--- src/rtl/mem_bus_arbiter_pkg.sv ---
// mem_bus_arbiter_pkg
// Shared definitions for the memory bus arbiter:
//   - address/data/byte-enable widths
//   - FSM state encoding (IDLE, BUS, RESP)
//   - bus owner encoding (OWN_I = instruction fetch, OWN_D = data access)
//   - segment codes taken from va[31:29] for the fixed address map
package mem_bus_arbiter_pkg;

  localparam int ADDR_W = 32;
  localparam int DATA_W = 32;
  localparam int WSEL_W = 4;

  typedef enum logic [1:0] {
    ST_IDLE = 2'd0,
    ST_BUS  = 2'd1,
    ST_RESP = 2'd2
  } state_t;

  typedef enum logic {
    OWN_I = 1'b0,
    OWN_D = 1'b1
  } owner_t;

  // kseg0 covers 0x8xxx_xxxx/0x9xxx_xxxx, kseg1 covers 0xAxxx_xxxx/0xBxxx_xxxx.
  localparam logic [2:0] SEG_KSEG0 = 3'b100;
  localparam logic [2:0] SEG_KSEG1 = 3'b101;

endpackage

--- src/rtl/mem_bus_arbiter_if.sv ---
// mem_bus_arbiter_if
// External bus master port shared by the two requesters.
//   req    : transaction request, held until ack
//   wr     : write strobe
//   wsel   : byte enables (all zero for reads)
//   addr   : physical address
//   wdata  : write data
//   cached : 1 = cacheable access
//   ack    : one-cycle completion from the bus
//   rdata  : read data, valid with ack
// Modports: master = arbiter side, slave = bus/cache interface side.
interface mem_bus_arbiter_if;
  import mem_bus_arbiter_pkg::*;

  logic              req;
  logic              wr;
  logic [WSEL_W-1:0] wsel;
  logic [ADDR_W-1:0] addr;
  logic [DATA_W-1:0] wdata;
  logic              cached;
  logic              ack;
  logic [DATA_W-1:0] rdata;

  modport master (
    output req, wr, wsel, addr, wdata, cached,
    input  ack, rdata
  );

  modport slave (
    input  req, wr, wsel, addr, wdata, cached,
    output ack, rdata
  );

endinterface

--- src/rtl/mem_bus_arbiter_addr_xlate.sv ---
// addr_xlate
// Purely combinational fixed segment map.
//   va     in  : virtual address
//   pa     out : physical address
//   cached out : 1 = cacheable
// kseg0 strips the top three bits and is cached, kseg1 strips them and is
// uncached, every other segment passes through unchanged and cached.
module addr_xlate
  import mem_bus_arbiter_pkg::*;
(
  input  logic [ADDR_W-1:0] va,
  output logic [ADDR_W-1:0] pa,
  output logic              cached
);

  always_comb begin
    pa     = va;
    cached = 1'b1;
    case (va[ADDR_W-1:ADDR_W-3])
      SEG_KSEG0: begin
        pa = {3'b000, va[ADDR_W-4:0]};
      end
      SEG_KSEG1: begin
        pa     = {3'b000, va[ADDR_W-4:0]};
        cached = 1'b0;
      end
      default: begin
        pa     = va;
        cached = 1'b1;
      end
    endcase
  end

endmodule

--- src/rtl/mem_bus_arbiter.sv ---
// mem_bus_arbiter
// Shares one external bus master port between instruction fetch and data
// access. The winner's virtual address is translated through the fixed
// segment map and latched together with its payload; the bus side then sees
// stable registered values until bus_ack. The captured read data is handed
// back with a one-cycle ready pulse to the owner only.
// Ports:
//   clk, rst                  : clock, synchronous active-high reset
//   inst_req/addr             : fetch request (always a read)
//   inst_rdata/ready          : fetch response
//   data_req/wr/wsel/addr/wdata : data request
//   data_rdata/ready          : data response
//   bus (master modport)      : external bus port
// Parameter STARVE_LIMIT (1..15): consecutive data grants allowed while a
// fetch is waiting before the fetch is forced through.
module mem_bus_arbiter
  import mem_bus_arbiter_pkg::*;
#(
  parameter int STARVE_LIMIT = 4
)
(
  input  logic              clk,
  input  logic              rst,
  input  logic              inst_req,
  input  logic [ADDR_W-1:0] inst_addr,
  output logic [DATA_W-1:0] inst_rdata,
  output logic              inst_ready,
  input  logic              data_req,
  input  logic              data_wr,
  input  logic [WSEL_W-1:0] data_wsel,
  input  logic [ADDR_W-1:0] data_addr,
  input  logic [DATA_W-1:0] data_wdata,
  output logic [DATA_W-1:0] data_rdata,
  output logic              data_ready,
  mem_bus_arbiter_if.master bus
);

  localparam logic [3:0] LIMIT = 4'(STARVE_LIMIT);

  state_t            state_reg;
  owner_t            owner_reg;
  logic [3:0]        starve_cnt_reg;
  logic              bus_req_reg;
  logic              bus_wr_reg;
  logic [WSEL_W-1:0] bus_wsel_reg;
  logic [ADDR_W-1:0] bus_addr_reg;
  logic [DATA_W-1:0] bus_wdata_reg;
  logic              bus_cached_reg;
  logic [DATA_W-1:0] inst_rdata_reg;
  logic [DATA_W-1:0] data_rdata_reg;
  logic              inst_ready_reg;
  logic              data_ready_reg;

  // Data wins by default; a waiting fetch is forced once data has been
  // granted LIMIT times in a row while it waited.
  logic              any_req;
  logic              pick_data;
  logic [ADDR_W-1:0] win_va;
  logic [ADDR_W-1:0] win_pa;
  logic              win_cached;

  assign any_req   = inst_req | data_req;
  assign pick_data = data_req & ~(inst_req & (starve_cnt_reg == LIMIT));
  assign win_va    = pick_data ? data_addr : inst_addr;

  addr_xlate u_addr_xlate (
    .va     (win_va),
    .pa     (win_pa),
    .cached (win_cached)
  );

  always_ff @(posedge clk) begin
    if (rst) begin
      state_reg      <= ST_IDLE;
      owner_reg      <= OWN_I;
      starve_cnt_reg <= 4'd0;
      bus_req_reg    <= 1'b0;
      bus_wr_reg     <= 1'b0;
      bus_wsel_reg   <= '0;
      bus_addr_reg   <= '0;
      bus_wdata_reg  <= '0;
      bus_cached_reg <= 1'b0;
      inst_rdata_reg <= '0;
      data_rdata_reg <= '0;
      inst_ready_reg <= 1'b0;
      data_ready_reg <= 1'b0;
    end else begin
      // Ready pulses last exactly one cycle (the RESP cycle).
      inst_ready_reg <= 1'b0;
      data_ready_reg <= 1'b0;

      case (state_reg)
        ST_IDLE: begin
          if (any_req) begin
            bus_req_reg    <= 1'b1;
            bus_addr_reg   <= win_pa;
            bus_cached_reg <= win_cached;
            if (pick_data) begin
              owner_reg     <= OWN_D;
              bus_wr_reg    <= data_wr;
              bus_wsel_reg  <= data_wr ? data_wsel : '0;
              bus_wdata_reg <= data_wdata;
              starve_cnt_reg <= inst_req ? starve_cnt_reg + 4'd1 : 4'd0;
            end else begin
              owner_reg      <= OWN_I;
              bus_wr_reg     <= 1'b0;
              bus_wsel_reg   <= '0;
              bus_wdata_reg  <= '0;
              starve_cnt_reg <= 4'd0;
            end
            state_reg <= ST_BUS;
          end
        end

        ST_BUS: begin
          if (bus.ack) begin
            bus_req_reg <= 1'b0;
            if (owner_reg == OWN_D) begin
              data_rdata_reg <= bus.rdata;
              data_ready_reg <= 1'b1;
            end else begin
              inst_rdata_reg <= bus.rdata;
              inst_ready_reg <= 1'b1;
            end
            state_reg <= ST_RESP;
          end
        end

        ST_RESP: begin
          state_reg <= ST_IDLE;
        end

        default: begin
          state_reg <= ST_IDLE;
        end
      endcase
    end
  end

  assign bus.req    = bus_req_reg;
  assign bus.wr     = bus_wr_reg;
  assign bus.wsel   = bus_wsel_reg;
  assign bus.addr   = bus_addr_reg;
  assign bus.wdata  = bus_wdata_reg;
  assign bus.cached = bus_cached_reg;

  assign inst_rdata = inst_rdata_reg;
  assign inst_ready = inst_ready_reg;
  assign data_rdata = data_rdata_reg;
  assign data_ready = data_ready_reg;

endmodule
--- src/flat_wrapper.sv ---
// flat-port wrapper written by rule: the top's interface ports become plain ports
module mem_bus_arbiter_flat import mem_bus_arbiter_pkg::*;
#(
  parameter int STARVE_LIMIT = 4
)
  (clk, rst, inst_req, inst_addr, inst_rdata, inst_ready, data_req, data_wr, data_wsel, data_addr, data_wdata, data_rdata, data_ready, bus_req, bus_wr, bus_wsel, bus_addr, bus_wdata, bus_cached, bus_ack, bus_rdata);
  mem_bus_arbiter_if bus_i ();
  input  logic clk;
  input  logic rst;
  input  logic inst_req;
  input  logic [ADDR_W-1:0] inst_addr;
  output logic [DATA_W-1:0] inst_rdata;
  output logic inst_ready;
  input  logic data_req;
  input  logic data_wr;
  input  logic [WSEL_W-1:0] data_wsel;
  input  logic [ADDR_W-1:0] data_addr;
  input  logic [DATA_W-1:0] data_wdata;
  output logic [DATA_W-1:0] data_rdata;
  output logic data_ready;
  output wire logic [$bits(bus_i.req)-1:0] bus_req;
  output wire logic [$bits(bus_i.wr)-1:0] bus_wr;
  output wire logic [$bits(bus_i.wsel)-1:0] bus_wsel;
  output wire logic [$bits(bus_i.addr)-1:0] bus_addr;
  output wire logic [$bits(bus_i.wdata)-1:0] bus_wdata;
  output wire logic [$bits(bus_i.cached)-1:0] bus_cached;
  input wire logic [$bits(bus_i.ack)-1:0] bus_ack;
  input wire logic [$bits(bus_i.rdata)-1:0] bus_rdata;
  assign bus_req = bus_i.req;
  assign bus_wr = bus_i.wr;
  assign bus_wsel = bus_i.wsel;
  assign bus_addr = bus_i.addr;
  assign bus_wdata = bus_i.wdata;
  assign bus_cached = bus_i.cached;
  assign bus_i.ack = bus_ack;
  assign bus_i.rdata = bus_rdata;
  mem_bus_arbiter #(.STARVE_LIMIT(STARVE_LIMIT)) u_core (.clk(clk), .rst(rst), .inst_req(inst_req), .inst_addr(inst_addr), .inst_rdata(inst_rdata), .inst_ready(inst_ready), .data_req(data_req), .data_wr(data_wr), .data_wsel(data_wsel), .data_addr(data_addr), .data_wdata(data_wdata), .data_rdata(data_rdata), .data_ready(data_ready), .bus(bus_i));
endmodule
--- config.mk ---
export PLATFORM = sky130hd
export DESIGN_NAME = mem_bus_arbiter_flat
export DESIGN_NICKNAME = d
export VERILOG_FILES = /design/src/rtl/mem_bus_arbiter_pkg.sv /design/src/rtl/mem_bus_arbiter_if.sv /design/src/rtl/mem_bus_arbiter_addr_xlate.sv /design/src/rtl/mem_bus_arbiter.sv /design/src/flat_wrapper.sv
export SDC_FILE = /design/constraint.sdc
export NUM_CORES = 1
export LEC_CHECK = 0
export ABC_AREA = 1
export ABC_CLOCK_PERIOD_IN_PS = 1500
export CORE_MARGIN = 2
export CORE_UTILIZATION = 36
export DETAILED_ROUTE_END_ITERATION = 12
export GPL_TIMING_DRIVEN = 0
export PLACE_DENSITY = 0.81
export SLEW_MARGIN = 0
export SYNTH_ARGS = -nofsm -noshare
export SYNTH_HDL_FRONTEND = slang
export SYNTH_SLANG_ARGS = --single-unit
export TNS_END_PERCENT = 50
--- constraint.sdc ---
create_clock -name clk -period 1.5 [get_ports clk]
set_clock_uncertainty 0.2 [all_clocks]
set_input_delay 0.225 -clock clk [delete_from_list [all_inputs] [get_ports clk]]
set_output_delay 0.225 -clock clk [all_outputs]
set_load 0.02 [all_outputs]
==> impl_results.md <==
- Outcome: complete, but fails checks
- Failing checks: negative hold slack, negative setup slack
- WHS: -69.5 ps
- Type of the worst min-delay path: in -> reg
- Starting DRT DRC Count: between 200 and 250
- Worst-path clk slew: about 60 ps
- First-pass GRT wire length: slightly below 30000 um
- Vias: 6048
- Ports: about 280
- Area growth syn-to-layout: 73.4%
- Die Span Y: between 100 and 150 um
- Root Buffer: clkbuf_16
- Top delay family on crit path: simple AND/OR/NAND/NOR gates
- Final max-slew violation count: 0
- Buffers on Ports: 272
- F_max: 579 MHz
- Number of global-route vias before repair: 5826
- Predominant post-synthesis flop cell: dfxtp_1
- Worst skew pair latency: roughly 420 ps
- DR pass1 iterations: 5
- Syn Std Cell Area: roughly 0.0056 mm2
- RR Startpoint: u_core.starve_cnt_reg[0]$_SDFFE_PP0P_
- Worst Path Required: ~1700 ps
- Final Cell Area: 0.00967 mm2
- Post-synthesis average cell area: about 7.7 um2
- Leak: 4.06 nW
- Vias/cell: 4.90
- Cells after Synth: between 700 and 800
- Post-synth EDFFs: 0
- Sequential fraction of the synthesis area: 51.7%
- Sum of buffers and inverters on the critical path: 4
- Hold Crit Start: rst
- Pwr per Cell Area: 1080 mW/mm2
- Core Region: 0.0151 mm2
- Crit path capture type: flip-flop
- Initial core utilization: 36.8%
- Final period util: 115%
- Antenna viol nets, final: 0
- Maximum vdd drop: 0.000793 V
- Synth area leaders: dfxtp_1 52%, nand2_1 13%, a21oi_1 7.2%
- Fin util: 63.8%
- Most frequent cell after synthesis: nand2_1
- Worst setup SP type: flip-flop
- Final setup violation count: 75
- Number of synthesized register bits: between 100 and 150
- Htree depth: 4
- Final Worst Setup Slack: -227 ps
- Slowest stage cell, crit path: dfxtp_2
- Synthesis Warnings: 0
- Arr. time, crit path: 1870 ps
- GPL Wtd Cong: 0.830
- MaxCap Viol Count: 0
- Total Wirelength: roughly 20000 um
- Max FO, Critical Path: 5
- Dominant cell type by area after synthesis: dfxtp_1
- Critical Path Source: u_core.starve_cnt_reg[0]$_SDFFE_PP0P_
- Commonest cells post-synth: 188 x nand2_1, 144 x dfxtp_1, 80 x a21oi_1
- DRC: 0
- Die width: 128 um
- GRT overflow: 0
- Crit path time final: 1730 ps
- Slowest stage delay, CP: 340 ps
- Longest Clk Path Bufs: 2
- Unrepaired setup endpoints after global routing: true
- Initial antenna violation count: 0
- Share of layout cells above drive strength 1: 31.7%
- Die area: 0.0165 mm2
- Overall Global Routing Usage: around 22%
- Ant diodes: 0
- Cell Chain, Critical Path: inv_2 -> ha_4 -> nand2_2 -> inv_2 -> nand2_4 -> nand2_8 -> nor2_4 -> clkbuf_16 -> nand2_8 -> inv_8 -> nand2_2 -> a21oi_2
- Hold Fails Final Rpt: 1
- Slew headroom: between 40% and 50%
- Placed cell area: 0.00854 mm2
- Crit Path Class: reg -> reg
- Net count after synthesis: 866
- Largest net degree at the start of global routing: 17
- Routed WL per cell: 15.9 um
- Asr flop ratio synth: 0%
- CTS tree: yes
- # rows: 45
- Share of the synthesized area in the top cell type: 51.7%
- Final net count: 1173
- Dpl hpwl: 13500 um
- Netlist cell types: 25
- Clk sinks: 144
- Slew @ Worst Pin: 817 ps
- Total CTS buffers: 17
worst register-to-register path, stage by stage, from the launching register on:
cell and delay (ps):
dfxtp_2 340, inv_2 60, ha_4 160, nand2_2 60
inv_2 40, nand2_4 80, nand2_8 70, nor2_4 140
clkbuf_16 180, nand2_8 60, inv_8 70, nand2_2 50
a21oi_2 150
layout by cell type (no fill, tap or decap), types with 35 or more instances in the layout:
master             n
clkdlybuf4s15_2   67
nor2_1            68
dfxtp_1          141
nand2_1          140
a21oi_2           35
nand3_1           54
inv_1             37
a21oi_1           45
clkbuf_2          61
clkdlybuf4s50_1  134
routing by layer:
metal / part of all wire [%] / track usage (%) / up-vias
met5: 0 / 0 / -
met4: 2.9 / 9.89 / 0
met3: 7.8 / 7.28 / 42
met2: 49 / 38.0 / 222
met1: 40 / 25.2 / 2812
li1: - / - / 2972
per-stage QoR:
stage	hold WS, ps	total power [mW]	setup TNS, ps	worst slack [ps]	cells
finish	-69.5	10.4	-12160	-227	1234
global route	-55.0	10.8	-20040	-332	1234
CTS	-70.0	10.3	-8290	-237	1225
detailed placement	251	6.24	-76640	-702	1186
global placement	248	6.21	-73310	-686	1186
floorplan	165	5.19	-2080	-57.1	726
area by class of cell:
class | count | area, um2
fillers | 1294 | 5480
flip-flops and latches | 144 | 2890
multi-input cells | 484 | 2730
repair buffers | 289 | 2700
clock buffers | 22 | 454
plain buffers | 51 | 364
well taps | 188 | 235
inverters | 46 | 190
clock inverters | 10 | 111
cell families (layout without fill, tap and decap cells):
| logic type | count (synthesis) | in the layout | share of synthesized area [%] |
|---|---|---|---|
| XOR/XNOR | 1 | 1 | 0.157 |
| flip-flops | 144 | 144 | 51.7 |
| AO/OA/AOI/OAI | 145 | 145 | 14.6 |
| AND/OR/NAND/NOR | 336 | 336 | 25.0 |
| buffers and inverters | 98 | 418 | 8.10 |
| adder cells (fa/ha/maj) | 2 | 2 | 0.449 |
repair_timing:
| item | in CTS | in global routing |
|---|---|---|
| gates resized for setup | 389 | 221 |
| buffers inserted | 6 | 7 |
| cloned | 1 | 5 |
| hold endpoints to repair | 1 | 1 |
| pin swaps | 4 | 25 |
| endpoints found under the setup margin | 275 | 200 |
path summary, 6_finish.rpt:
| kind | cells past startpoint | to | slack (ps) |
|---|---|---|---|
| worst max-delay path | 12 | u_core.bus.wsel[2]$_SDFFE_PP0P_ | -230 |
| worst min-delay path | 2 | u_core.data_rdata[27]$_SDFFE_PP0P_ | -70 |
| worst max register to register | 12 | u_core.bus.wsel[2]$_SDFFE_PP0P_ | -230 |
| worst min register to register | 2 | u_core.data_rdata[0]$_SDFFE_PP0P_ | 260 |
power breakdown:
group	internal (mW)	switching [mW]	total (mW)
Sequential	4.06	0.123	4.19
Combinational	0.979	1.17	2.15
Clock	2.48	1.62	4.11
No activity file was read; power rests on OpenSTA's default activity.
